## src/rtl/nios2_hello_ram_tester_if.sv

```systemverilog
// Avalon-MM bus between the RAM self-test initiator and the on-chip RAM slave s1.
interface nios2_hello_ram_tester_if #(
  parameter int ADDR_W = 13,
  parameter int DATA_W = 32
);
  logic [ADDR_W-1:0]   address;
  logic [DATA_W/8-1:0] byteenable;
  logic                write;
  logic [DATA_W-1:0]   writedata;
  logic                read;
  logic                waitrequest;
  logic [DATA_W-1:0]   readdata;
  logic                readdatavalid;

  modport master (
    output address, byteenable, write, writedata, read,
    input  waitrequest, readdata, readdatavalid
  );

  modport slave (
    input  address, byteenable, write, writedata, read,
    output waitrequest, readdata, readdatavalid
  );
endinterface

```

## src/rtl/nios2_hello_ram_tester.sv

```systemverilog
// RAM self-test initiator: writes seed+i over a wrapping word range, reads it back,
// counts mismatches and records the first failing address.
//
// state  | meaning
// IDLE   | waiting for start; results from the last run held
// WR     | writing word i, held while waitrequest
// RD     | read request for word i, held while waitrequest
// RDWAIT | one read outstanding; compare once the captured data is valid
// DONE   | one-cycle done pulse, pass reported
module nios2_hello_ram_tester #(
  parameter int ADDR_W = 13,
  parameter int DATA_W = 32,
  parameter int CNT_W  = 14
) (
  input  logic              clk,
  input  logic              reset,
  input  logic              start,
  input  logic [ADDR_W-1:0] base_addr,
  input  logic [CNT_W-1:0]  word_count,
  input  logic [DATA_W-1:0] seed,
  output logic              busy,
  output logic              done,
  output logic              pass,
  output logic [15:0]       err_count,
  output logic [ADDR_W-1:0] first_err_addr,
  nios2_hello_ram_tester_if.master avm
);

  typedef enum logic [2:0] {IDLE, WR, RD, RDWAIT, DONE} state_t;

  state_t            state, state_nx;
  logic [CNT_W-1:0]  idx, idx_nx;
  logic [CNT_W-1:0]  count_q, count_nx;
  logic [ADDR_W-1:0] base_q, base_nx;
  logic [DATA_W-1:0] seed_q, seed_nx;
  logic [15:0]       err_nx;
  logic [ADDR_W-1:0] ferr_nx;
  logic              pass_nx;
  logic              rdv_q;
  logic [DATA_W-1:0] rd_q;

  logic [ADDR_W-1:0] cur_addr;
  logic [DATA_W-1:0] cur_data;
  logic              last;
  logic              mismatch;

  assign cur_addr = base_q + idx[ADDR_W-1:0];
  assign cur_data = seed_q + DATA_W'(idx);
  assign last     = (idx == count_q - CNT_W'(1));
  assign mismatch = (rd_q != cur_data);

  always_comb begin
    state_nx       = state;
    idx_nx         = idx;
    count_nx       = count_q;
    base_nx        = base_q;
    seed_nx        = seed_q;
    err_nx         = err_count;
    ferr_nx        = first_err_addr;
    pass_nx        = pass;
    busy           = 1'b0;
    done           = 1'b0;
    avm.write      = 1'b0;
    avm.read       = 1'b0;
    avm.address    = '0;
    avm.writedata  = '0;
    avm.byteenable = '0;
    unique case (state)
      IDLE: begin
        if (start) begin
          base_nx  = base_addr;
          count_nx = word_count;
          seed_nx  = seed;
          idx_nx   = '0;
          err_nx   = '0;
          ferr_nx  = '0;
          if (word_count == '0) begin
            pass_nx  = 1'b1;
            state_nx = DONE;
          end else begin
            pass_nx  = 1'b0;
            state_nx = WR;
          end
        end
      end
      WR: begin
        busy           = 1'b1;
        avm.write      = 1'b1;
        avm.address    = cur_addr;
        avm.writedata  = cur_data;
        avm.byteenable = '1;
        if (!avm.waitrequest) begin
          if (last) begin
            idx_nx   = '0;
            state_nx = RD;
          end else begin
            idx_nx = idx + CNT_W'(1);
          end
        end
      end
      RD: begin
        busy           = 1'b1;
        avm.read       = 1'b1;
        avm.address    = cur_addr;
        avm.byteenable = '1;
        if (!avm.waitrequest) state_nx = RDWAIT;
      end
      RDWAIT: begin
        busy = 1'b1;
        if (rdv_q) begin
          if (mismatch) begin
            if (err_count != 16'hFFFF) err_nx = err_count + 16'd1;
            if (err_count == 16'd0)    ferr_nx = cur_addr;
          end
          if (last) begin
            pass_nx  = (err_count == 16'd0) && !mismatch;
            state_nx = DONE;
          end else begin
            idx_nx   = idx + CNT_W'(1);
            state_nx = RD;
          end
        end
      end
      DONE: begin
        done     = 1'b1;
        state_nx = IDLE;
      end
      default: state_nx = IDLE;
    endcase
  end

  // Read data is captured before comparing; valid is only taken while a read is outstanding.
  always_ff @(posedge clk) begin
    if (reset) begin
      state          <= IDLE;
      idx            <= '0;
      count_q        <= '0;
      base_q         <= '0;
      seed_q         <= '0;
      err_count      <= '0;
      first_err_addr <= '0;
      pass           <= 1'b0;
      rdv_q          <= 1'b0;
      rd_q           <= '0;
    end else begin
      state          <= state_nx;
      idx            <= idx_nx;
      count_q        <= count_nx;
      base_q         <= base_nx;
      seed_q         <= seed_nx;
      err_count      <= err_nx;
      first_err_addr <= ferr_nx;
      pass           <= pass_nx;
      rdv_q          <= avm.readdatavalid && (state == RDWAIT) && !rdv_q;
      rd_q           <= avm.readdata;
    end
  end

endmodule

```

## src/flat_wrapper.sv

```systemverilog
// flat-port wrapper written by rule: the top's interface ports become plain ports
module nios2_hello_ram_tester_flat 
#(
  parameter int ADDR_W = 13,
  parameter int DATA_W = 32,
  parameter int CNT_W  = 14
)
  (clk, reset, start, base_addr, word_count, seed, busy, done, pass, err_count, first_err_addr, avm_address, avm_byteenable, avm_write, avm_writedata, avm_read, avm_waitrequest, avm_readdata, avm_readdatavalid);
  nios2_hello_ram_tester_if #(.ADDR_W(ADDR_W), .DATA_W(DATA_W)) avm_i ();
  input  logic clk;
  input  logic reset;
  input  logic start;
  input  logic [ADDR_W-1:0] base_addr;
  input  logic [CNT_W-1:0] word_count;
  input  logic [DATA_W-1:0] seed;
  output logic busy;
  output logic done;
  output logic pass;
  output logic [15:0] err_count;
  output logic [ADDR_W-1:0] first_err_addr;
  output wire logic [$bits(avm_i.address)-1:0] avm_address;
  output wire logic [$bits(avm_i.byteenable)-1:0] avm_byteenable;
  output wire logic [$bits(avm_i.write)-1:0] avm_write;
  output wire logic [$bits(avm_i.writedata)-1:0] avm_writedata;
  output wire logic [$bits(avm_i.read)-1:0] avm_read;
  input wire logic [$bits(avm_i.waitrequest)-1:0] avm_waitrequest;
  input wire logic [$bits(avm_i.readdata)-1:0] avm_readdata;
  input wire logic [$bits(avm_i.readdatavalid)-1:0] avm_readdatavalid;
  assign avm_address = avm_i.address;
  assign avm_byteenable = avm_i.byteenable;
  assign avm_write = avm_i.write;
  assign avm_writedata = avm_i.writedata;
  assign avm_read = avm_i.read;
  assign avm_i.waitrequest = avm_waitrequest;
  assign avm_i.readdata = avm_readdata;
  assign avm_i.readdatavalid = avm_readdatavalid;
  nios2_hello_ram_tester #(.ADDR_W(ADDR_W), .DATA_W(DATA_W), .CNT_W(CNT_W)) u_core (.clk(clk), .reset(reset), .start(start), .base_addr(base_addr), .word_count(word_count), .seed(seed), .busy(busy), .done(done), .pass(pass), .err_count(err_count), .first_err_addr(first_err_addr), .avm(avm_i));
endmodule
```

## config.mk

```make
export PLATFORM = sky130hd
export DESIGN_NAME = nios2_hello_ram_tester_flat
export DESIGN_NICKNAME = d
export VERILOG_FILES = /design/src/rtl/nios2_hello_ram_tester_if.sv /design/src/rtl/nios2_hello_ram_tester.sv /design/src/flat_wrapper.sv
export SDC_FILE = /design/constraint.sdc
export NUM_CORES = 1
export LEC_CHECK = 0
export BUFFER_PORTS_ARGS = -buffer_cell sky130_fd_sc_hd__buf_2
export CAP_MARGIN = 20
export CORE_ASPECT_RATIO = 1.25
export CORE_MARGIN = 5
export CORE_UTILIZATION = 45
export CTS_CLUSTER_DIAMETER = 30
export DETAILED_ROUTE_END_ITERATION = 10
export PLACE_DENSITY = 0.68
export SETUP_SLACK_MARGIN = 0.4
export SLEW_MARGIN = 15
export SYNTH_ARGS = -nofsm -noshare
export SYNTH_HDL_FRONTEND = slang
export SYNTH_SLANG_ARGS = --single-unit
```

## constraint.sdc

```tcl
create_clock -name clk -period 4.4 [get_ports clk]
set_input_delay 0.66 -clock clk [delete_from_list [all_inputs] [get_ports clk]]
set_output_delay 0.66 -clock clk [all_outputs]
set_load 0.01 [all_outputs]
```

* Yosys cells after proc, flatten, opt, wreduce, memory -nomap -nowiden
Cells that the tools add are included.
W data, S select, Z words.
** Word-level totals
- Bits in registers :: 139
- Latch bits :: 0
- Memory bits (writable) :: 0
- ROM bits :: 0
- Bits of input ports :: 96
- Word-level logic and storage cells :: 86
- Memories kept :: 0
** Cells by class
- Add/sub/neg operators :: 5
- Multiply operators :: 0
- Divide/modulo/power cells :: 0
- $lt $le $gt $ge :: 0
- Equality and inequality tests :: 17
- Shift operators :: 0
- Muxes and demuxes :: 36
- Bitwise logic cells :: 0
- Reductions and logical operators :: 18
** Operators by type and width (count)
- $mux W14 :: 5
- $mux W13 :: 5
- $mux W16 :: 4
- $pmux W14 S3 :: 1
- $add A32 B14 Y32 :: 1
- $mux W32 :: 1
- $ne A32 B32 Y1 :: 1
- $pmux W16 S2 :: 1
- $pmux W13 S2 :: 1
- $mux W3 :: 7
- $reduce_and A5 Y1 :: 4
- $add A16 B1 Y16 const B :: 1
- $logic_not A16 Y1 :: 1
- $ne A16 B16 Y1 const B :: 1
- $add A14 B1 Y14 const B :: 1
- $eq A14 B14 Y1 :: 1
- $logic_not A14 Y1 :: 1
- $sub A14 B1 Y14 const B :: 1
- $add A13 B13 Y13 :: 1
- $ne A2 B1 Y1 const B :: 6
- $pmux W3 S4 :: 1
- $mux W1 :: 8
- $ne A2 B2 Y1 const B :: 4
- $eq A3 B2 Y1 const B :: 2
- other kinds (13) :: 16

* Longest topological paths before layout
Gate-level depths: netlist of the first run.
- Depth in word-level cells :: 7
- Depth in mapped cells :: 14
- Mapped depth without buffers :: 13

* Least setup slack after synthesis of the first run
OpenSTA, ideal clock, no wires.
- Path type :: register to register
- From :: register u_core.idx[2]
- To :: register u_core.err_count[10]
- Library setup time :: 0.135 ns
- Arrival :: 3.714 ns
- Path slack :: 0.552 ns
- Stages on the path, launching flop included :: 13
- Period minus slack after synthesis :: 3.848 ns
- Cells stage by stage :: dfxtp_1 ha_1 nor2b_1 o311a_2 o211ai_1 nand2_1 nand4_1 mux2_2 or4_4 or4_4 nand2_2 buf_4 o21ai_0
** Between the ends
- Longest elaborated chain between the ends :: 4
** Ends and longest elaborated chain
- from (decl) :: RTL line nios2_hello_ram_tester.sv:32 : logic [CNT_W-1:0] idx, idx_nx;
- from (signal assigned) :: RTL line nios2_hello_ram_tester.sv:147 : idx <= idx_nx;
- $add A32 B14 Y32 :: RTL line nios2_hello_ram_tester.sv:48 : assign cur_data = seed_q + DATA_W'(idx);
- $ne A32 B32 Y1 :: RTL line nios2_hello_ram_tester.sv:50 : assign mismatch = (rd_q != cur_data);
- $ne A2 B1 Y1 (no line)
- $reduce_and A5 Y1 (no line)
- to (signal assigned) :: RTL line nios2_hello_ram_tester.sv:151 : err_count <= err_nx;
- to (decl) :: RTL line nios2_hello_ram_tester.sv:24 : output logic [15:0] err_count,
Every way passes these cells.
A chain may end at the register's enable or synchronous reset.

* Worst setup path after layout of the first run
- From :: register u_core.idx[0]
- To :: register u_core.pass
** Between the ends
- Longest elaborated chain between the ends :: 7
** Ends and longest elaborated chain
- $add A32 B14 Y32 :: RTL line nios2_hello_ram_tester.sv:48
- $ne A32 B32 Y1 :: RTL line nios2_hello_ram_tester.sv:50
- $logic_not A1 Y1 :: RTL line nios2_hello_ram_tester.sv:116 : pass_nx = (err_count == 16'd0) && !mismatch;
- $logic_and A1 B1 Y1 :: RTL line nios2_hello_ram_tester.sv:116
- $mux W1 :: RTL line nios2_hello_ram_tester.sv:115 : if (last) begin
- $mux W1 :: RTL line nios2_hello_ram_tester.sv:110 : if (rdv_q) begin
- $pmux W1 S2 :: RTL line nios2_hello_ram_tester.sv:68 : unique case (state)
- to (signal assigned) :: RTL line nios2_hello_ram_tester.sv:153 : pass <= pass_nx;
- to (decl) :: RTL line nios2_hello_ram_tester.sv:23 : output logic pass,
Parallel ways exist; a longest one is shown, timed or not. The select of a mux whose other input is x is not followed.

==> impl_metrics.yaml, run 1 <==
run_status:
  run_status: "finished clean"
sta:
  slew_headroom: 0.342
  fin_crit_sh: 0.883
  rsz0062_at_grt: "no"
  fin_skew_ns: 0.00979
  period_needed_ns: 3.88
  hold_viol: 0
  tightestPinTransition_ns: 0.981
  final-setup-viol-count: 0
  slew_violations: 0
  timing.fmax_mhz: 257
  tns_ns: 0
floorplanning:
  dieArea_um2: 22700
  pin_count: 179
  rows: 57
  initial_core_util: 0.456
  core-area_um2: 19500
  fp.dieH_um: 167
  dieWidth_um: 136
finish:
  drive_gt1_frac: 0.221
  nets: 1431
  fillerInstances: 1876
  synthToLayoutAreaGrowth_pct: 21.1
  final_common_cell: "buf_2"
  stdcell_area_um2: 10800
  final_cell_mix: "buf_2 (177), nand2_1 (171), dfxtp_1 (134), nor2_1 (120), a21oi_1 (93)"
  register_area_um2: 2790
  multi_input_area_um2: 5750
cts:
  clk_pin_slew_ns: 0.07
  clk_latency_ns: 0.43
  cts_tree: "built"
  htreeDepth: 4
  clock_path_buffers: 2
  clkSinkCount: 139
  root_buffer: "clkbuf_16"
  cts-buffers-inserted: 17
synth:
  yosys_warnings: 0
  syn-num-nets: 1273
  ys_ff_latch: 139
  synth-edff-count: 0
  yosysSeqAreaShare: 0.313
  synthDistinctLibCells: 82
  syn_area_um2: 8880
  syn_inst: 1145
  avgSynthCellArea_um2: 7.76
  synthArstFlopShare: 0
  synth-main-ff-cell: "dfxtp_1"
detailed_routing:
  vias_per_cell: 5.68
  antenna_left: 0
  dr.pass1.iters: 5
  wl_met1_mm: 11.9
  top_layer: "met4"
  wl_met3_mm: 1.85
  drt_iter0_markers: 821
  post_drt_wl_per_cell_um: 17.9
  vias: 8979
  wl_met2_mm: 13.7
  drc: 0
  drt_wl_total_mm: 28.3
global_route:
  grt_pass1_wl_mm: 44.5
  grt_pass1_vias: 8728
  track_usage: 0.243
  grt_start_max_net_pins: 70
  grt.overflow.total: 0
  antenna_found_initial: 1
worst_setup_path:
  crit_buf_inv: 3
  cp_max_fo: 16
  path_class: "flop to flop"
  cp_top_family: "simple AND/OR/NAND/NOR gates"
  crit_slowest_cell: "or4_4"
  cp.required_ns: 4.74
  cp_slowest_stage_delay_ns: 0.54
  endpoint_kind: "flop"
  cp-start-kind: "flop"
  cp_common_cell: "nand2_1"
  cp.arrival_ns: 4.22
  crit_chain: "ha_2 -> inv_1 -> fa_2 -> nor2b_1 -> o311a_4 -> o211ai_1 -> nand2_1 -> nand4_1 -> mux2_2 -> or4_4 -> nor4_4 -> buf_4 -> buf_12 -> nand2_1 -> a311oi_1"
power_and_ir_drop:
  irDropWorstVdd_mv: 0.277
  p_per_area_nw_per_um2: 323
  total_power_w: 0.00347
  p_leak_nw: 4.55
placement:
  gpl.final_weighted_congestion: 1.01
  placed_cell_area_um2: 9990
  dpl.hpwl_mm: 20.9
  io_buffers: 178
flow_run:
  drv_cap: 0
min_path:
  min_path_type: "input port to flop"
## worst reg2reg max path: stages (launching register included)
cell,delay (ns)
dfxtp_2,0.36
ha_2,0.19
inv_1,0.08
fa_2,0.22
nor2b_1,0.07
o311a_4,0.34
o211ai_1,0.37
nand2_1,0.14
nand4_1,0.19
mux2_2,0.36
or4_4,0.54
nor4_4,0.28
buf_4,0.19
buf_12,0.15
nand2_1,0.06
a311oi_1,0.24
## timing repair
action                                  in CTS  in global routing
resized for setup                            8                 17
gates cloned                                 0                  1
pin swaps                                    2                  8
hold buffers                                 0                  0
setup buffers                                3                  3
endpoints found under the setup margin      31                 37
## routing by layer
| metal | vias to the layer above | GRT usage |
|---|---|---|
| met1 | 4176 | 0.305 |
| met4 | 0 | 0.105 |
| met5 | - | 0 |
| met3 | 74 | 0.0468 |
| met2 | 355 | 0.403 |
| li1 | 4374 | - |
## logic make-up after synthesis
kind of cell / count (synthesis) / synth area share
flip-flops: 139 / 0.313
AO/OA/AOI/OAI: 261 / 0.192
XOR/XNOR: 95 / 0.105
adder cells (fa/ha/maj): 32 / 0.0468
buffers and inverters: 94 / 0.0480
AND/OR/NAND/NOR: 520 / 0.290
multiplexers: 4 / 0.00465
## worst paths after layout
kind | startpoint | endpoint | slack, ns | depth (start not counted)
worst max register to register | u_core.idx[0] | u_core.pass | 0.52 | 15
worst min register to register | u_core.seed_q[2] | u_core.seed_q[2] | 0.46 | 2
worst min-delay path | avm_readdata[26] | u_core.rd_q[26] | 0.44 | 2
worst max-delay path | u_core.idx[0] | u_core.pass | 0.52 | 15
## layout make-up
type / count / share of cell area
Multi-Input combinational cell: 912 / 0.535
Sequential cell: 139 / 0.260
Timing Repair Buffer: 214 / 0.111
Clock buffer: 17 / 0.0396
Tap cell: 265 / 0.0308
Clock inverter: 15 / 0.0172
Inverter: 19 / 0.00663
Antenna cell: 1 / 0.000233
## state kept, by name, indices dropped and copies added, names as in the netlist
| register | flops |
|---|---|
| u_core.base_q | 13 |
| u_core.count_q | 14 |
| u_core.err_count | 16 |
| u_core.first_err_addr | 13 |
| u_core.idx | 14 |
| u_core.pass | 1 |
| u_core.rd_q | 32 |
| u_core.rdv_q | 1 |
| u_core.seed_q | 32 |
| u_core.state | 3 |
## Yosys cell counts (24+ instances only)
| master | instances | area share |
|---|---|---|
| a21oi_1 | 95 | 0.054 |
| clkbuf_1 | 50 | 0.021 |
| dfxtp_1 | 139 | 0.31 |
| ha_1 | 30 | 0.042 |
| nand2_1 | 171 | 0.072 |
| nand3_1 | 26 | 0.015 |
| nor2_1 | 120 | 0.051 |
| nor2b_1 | 46 | 0.032 |
| nor4_1 | 24 | 0.017 |
| o21ai_0 | 47 | 0.026 |
| xnor2_1 | 46 | 0.045 |
| xor2_1 | 41 | 0.040 |
## metrics by stage
| stage | util | std cells | worst slack [ns] | hold slack, ns |
|---|---|---|---|---|
| global route | 0.552 | 1582 | 0.356 | 0.440 |
| detailed placement | 0.513 | 1542 | 0.201 | 0.455 |
| global placement | 0.513 | 1542 | 0.262 | 0.449 |
| CTS | 0.547 | 1577 | 0.409 | 0.431 |
| floorplan | - | 1145 | 0.552 | 0.441 |
| finish | 0.552 | 1582 | 0.516 | 0.439 |
## power breakdown
part / internal (W) / leakage, nW / switching (W)
combinational: 0.000236 / 3.11 / 0.000327
sequential: 0.00132 / 1.14 / 0.0000727
clock: 0.000903 / 0.301 / 0.000616
total: 0.00245 / 4.55 / 0.00102
Note: power is estimated with default switching activity, not from simulation.
==> inputs of run 2 (changes only) <==
==> constraint.sdc (replaced) <==
create_clock -name clk -period 4.4 [get_ports clk]
set_input_delay 0.88 -clock clk [delete_from_list [all_inputs] [get_ports clk]]
set_output_delay 0.88 -clock clk [all_outputs]
set_load 0.01 [all_outputs]
==> run 2 against run 1 <==
Against the previous run: largest power group unchanged; critical endpoint is now u_core.first_err_addr[3]; first-iteration DRC count down 5.0%; critical path type unchanged; cell area grew 2.8%; cell count grew 0.82%; clock power about the same; sequential share of layout area fell by 0.69 points; non-clock buffer count is 12 higher; core utilization up 1.5 points; routed wire length increased by 2.5%; via count up 0.58%.
==> impl_metrics.yaml, run 2 (synthesized netlist as in run 1, its figures left out) <==
cts:
  cts-buffers-inserted: 17
  clk_pin_slew_ns: 0.07
  htreeDepth: 4
  cts_tree: "built"
  hold_buffers: 0
  clkSinkCount: 139
  clk_latency_ns: 0.44
  root_buffer: "clkbuf_16"
  clock_path_buffers: 2
detailed_routing:
  vias_per_cell: 5.66
  post_drt_wl_per_cell_um: 18.2
  vias: 9031
  drt_iter0_markers: 780
  drt_wl_total_mm: 29.0
  drc: 0
  dr.pass1.iters: 8
  antenna_left: 0
power_and_ir_drop:
  irDropWorstVdd_mv: 0.276
  power.net_switching_w: 0.00101
  pwr-share-clk: 0.434
  switching_share: 0.292
  p_leak_nw: 4.68
  p_int_w: 0.00246
  pwr-share-comb: 0.166
  power_frac_seq: 0.399
  p_per_area_nw_per_um2: 315
placement:
  gpl.final_weighted_congestion: 0.980
  io_buffers: 178
  dpl.hpwl_mm: 21.1
  numPlacedInstances: 1547
global_route:
  track_usage: 0.245
  grt_pass1_wl_mm: 44.6
  grt_start_max_net_pins: 61
  antenna_found_initial: 0
  grt_pass1_vias: 8583
  grt.overflow.total: 0
sta:
  timing.fmax_mhz: 249
  fin_skew_ns: 0.0131
  rsz0062_at_grt: "yes"
  final-setup-viol-count: 0
  tns_ns: 0
  slew_headroom: 0.469
  slew_violations: 0
  tightestPinTransition_ns: 0.795
  period_needed_ns: 4.01
  hold_viol: 0
  fin_crit_sh: 0.911
min_path:
  min_path_type: "flop to flop"
worst_setup_path:
  endpoint_kind: "flop"
  cp.required_ns: 4.78
  cp-start-kind: "flop"
  cp_max_fo: 6
  path_class: "flop to flop"
  cp.arrival_ns: 4.39
finish:
  instances_no_fill: 1595
  synthToLayoutAreaGrowth_pct: 24.5
  n_antenna_cell: 0
  final_common_cell: "buf_2"
  top_regs: "u_core.rd_q x32, u_core.seed_q x32, u_core.err_count x16"
  final_cell_mix: "buf_2 (177), nand2_1 (171), dfxtp_1 (135), nor2_1 (119), a21oi_1 (90)"
  drive_gt1_frac: 0.246
  nets: 1445
flow_run:
  drv_cap: 0
run_status:
  run_status: "finished clean"
floorplanning:
  dieArea_um2: 22700
  core-area_um2: 19500
  initial_core_util: 0.456
  fp.dieH_um: 167
  dieWidth_um: 136
  pin_count: 179
  rows: 57
-- run 2: path summary, 6_finish.rpt --
check	start	end	slack, ns	cells after the start
hold / removal	u_core.base_q[8]	u_core.base_q[8]	0.46	2
setup reg to reg	u_core.idx[0]	u_core.first_err_addr[3]	0.39	13
setup / recovery	u_core.idx[0]	u_core.first_err_addr[3]	0.39	13
hold reg to reg	u_core.base_q[8]	u_core.base_q[8]	0.46	2
-- run 2: stage by stage --
stage	power, W	setup WS, ns	hold WS (ns)	utilization	area [µm²]
global route	0.00361	0.293	0.485	0.568	11100
floorplan	0.00178	0.552	0.441	-	8880
detailed placement	0.00196	0.309	0.457	0.515	10000
finish	0.00348	0.391	0.464	0.568	11100
CTS	0.00347	0.337	0.466	0.549	10700
global placement	0.00196	0.394	0.449	0.515	10000
-- run 2: what timing repair did --
| item | 4_1_cts | 5_1_grt |
|---|---|---|
| setup buffers | 3 | 11 |
| resized for setup | 11 | 63 |
| endpoints found under the setup margin | 35 | 54 |
| gates cloned | 0 | 2 |
| pin swaps | 4 | 38 |
-- run 2: area by class of cell --
cell class,instances,area (µm²)
Inverter,19,71.3
Timing Repair Buffer,226,1270
Clock inverter,14,181
Multi-Input combinational cell,914,5980
Fill cell,1844,8420
Clock buffer,18,429
Sequential cell,139,2790
Tap cell,265,332
-- run 2: metal layers --
metal,vias up,share of wire,global-route usage
met5,-,0,0
met2,347,0.49,0.409
met3,70,0.062,0.0543
li1,4403,-,-
met4,0,0.035,0.100
met1,4211,0.42,0.303
-- run 2: power groups by stage --
stage / combinational, W / sequential (W) / clock [W]
5_1_grt: 0.000633 / 0.00140 / 0.00159
2_1_floorplan: 0.000402 / 0.00138 / 0
4_1_cts: 0.000558 / 0.00138 / 0.00153
6_report: 0.000579 / 0.00139 / 0.00151
3_5_place_dp: 0.000552 / 0.00141 / 0
3_3_place_gp: 0.000548 / 0.00141 / 0
-- run 2: worst max-delay path: stages, from the launching register on --
cell and delay, ns:
dfxtp_4 0.38, ha_4 0.17, inv_2 0.05, fa_2 0.24
nor2b_4 0.05, o311a_4 0.38, o211ai_1 0.46, nand2_1 0.19
nand4_1 0.18, mux2_4 0.31, or4_4 0.56, or4_4 0.67
nand2b_4 0.17, a31o_1 0.15
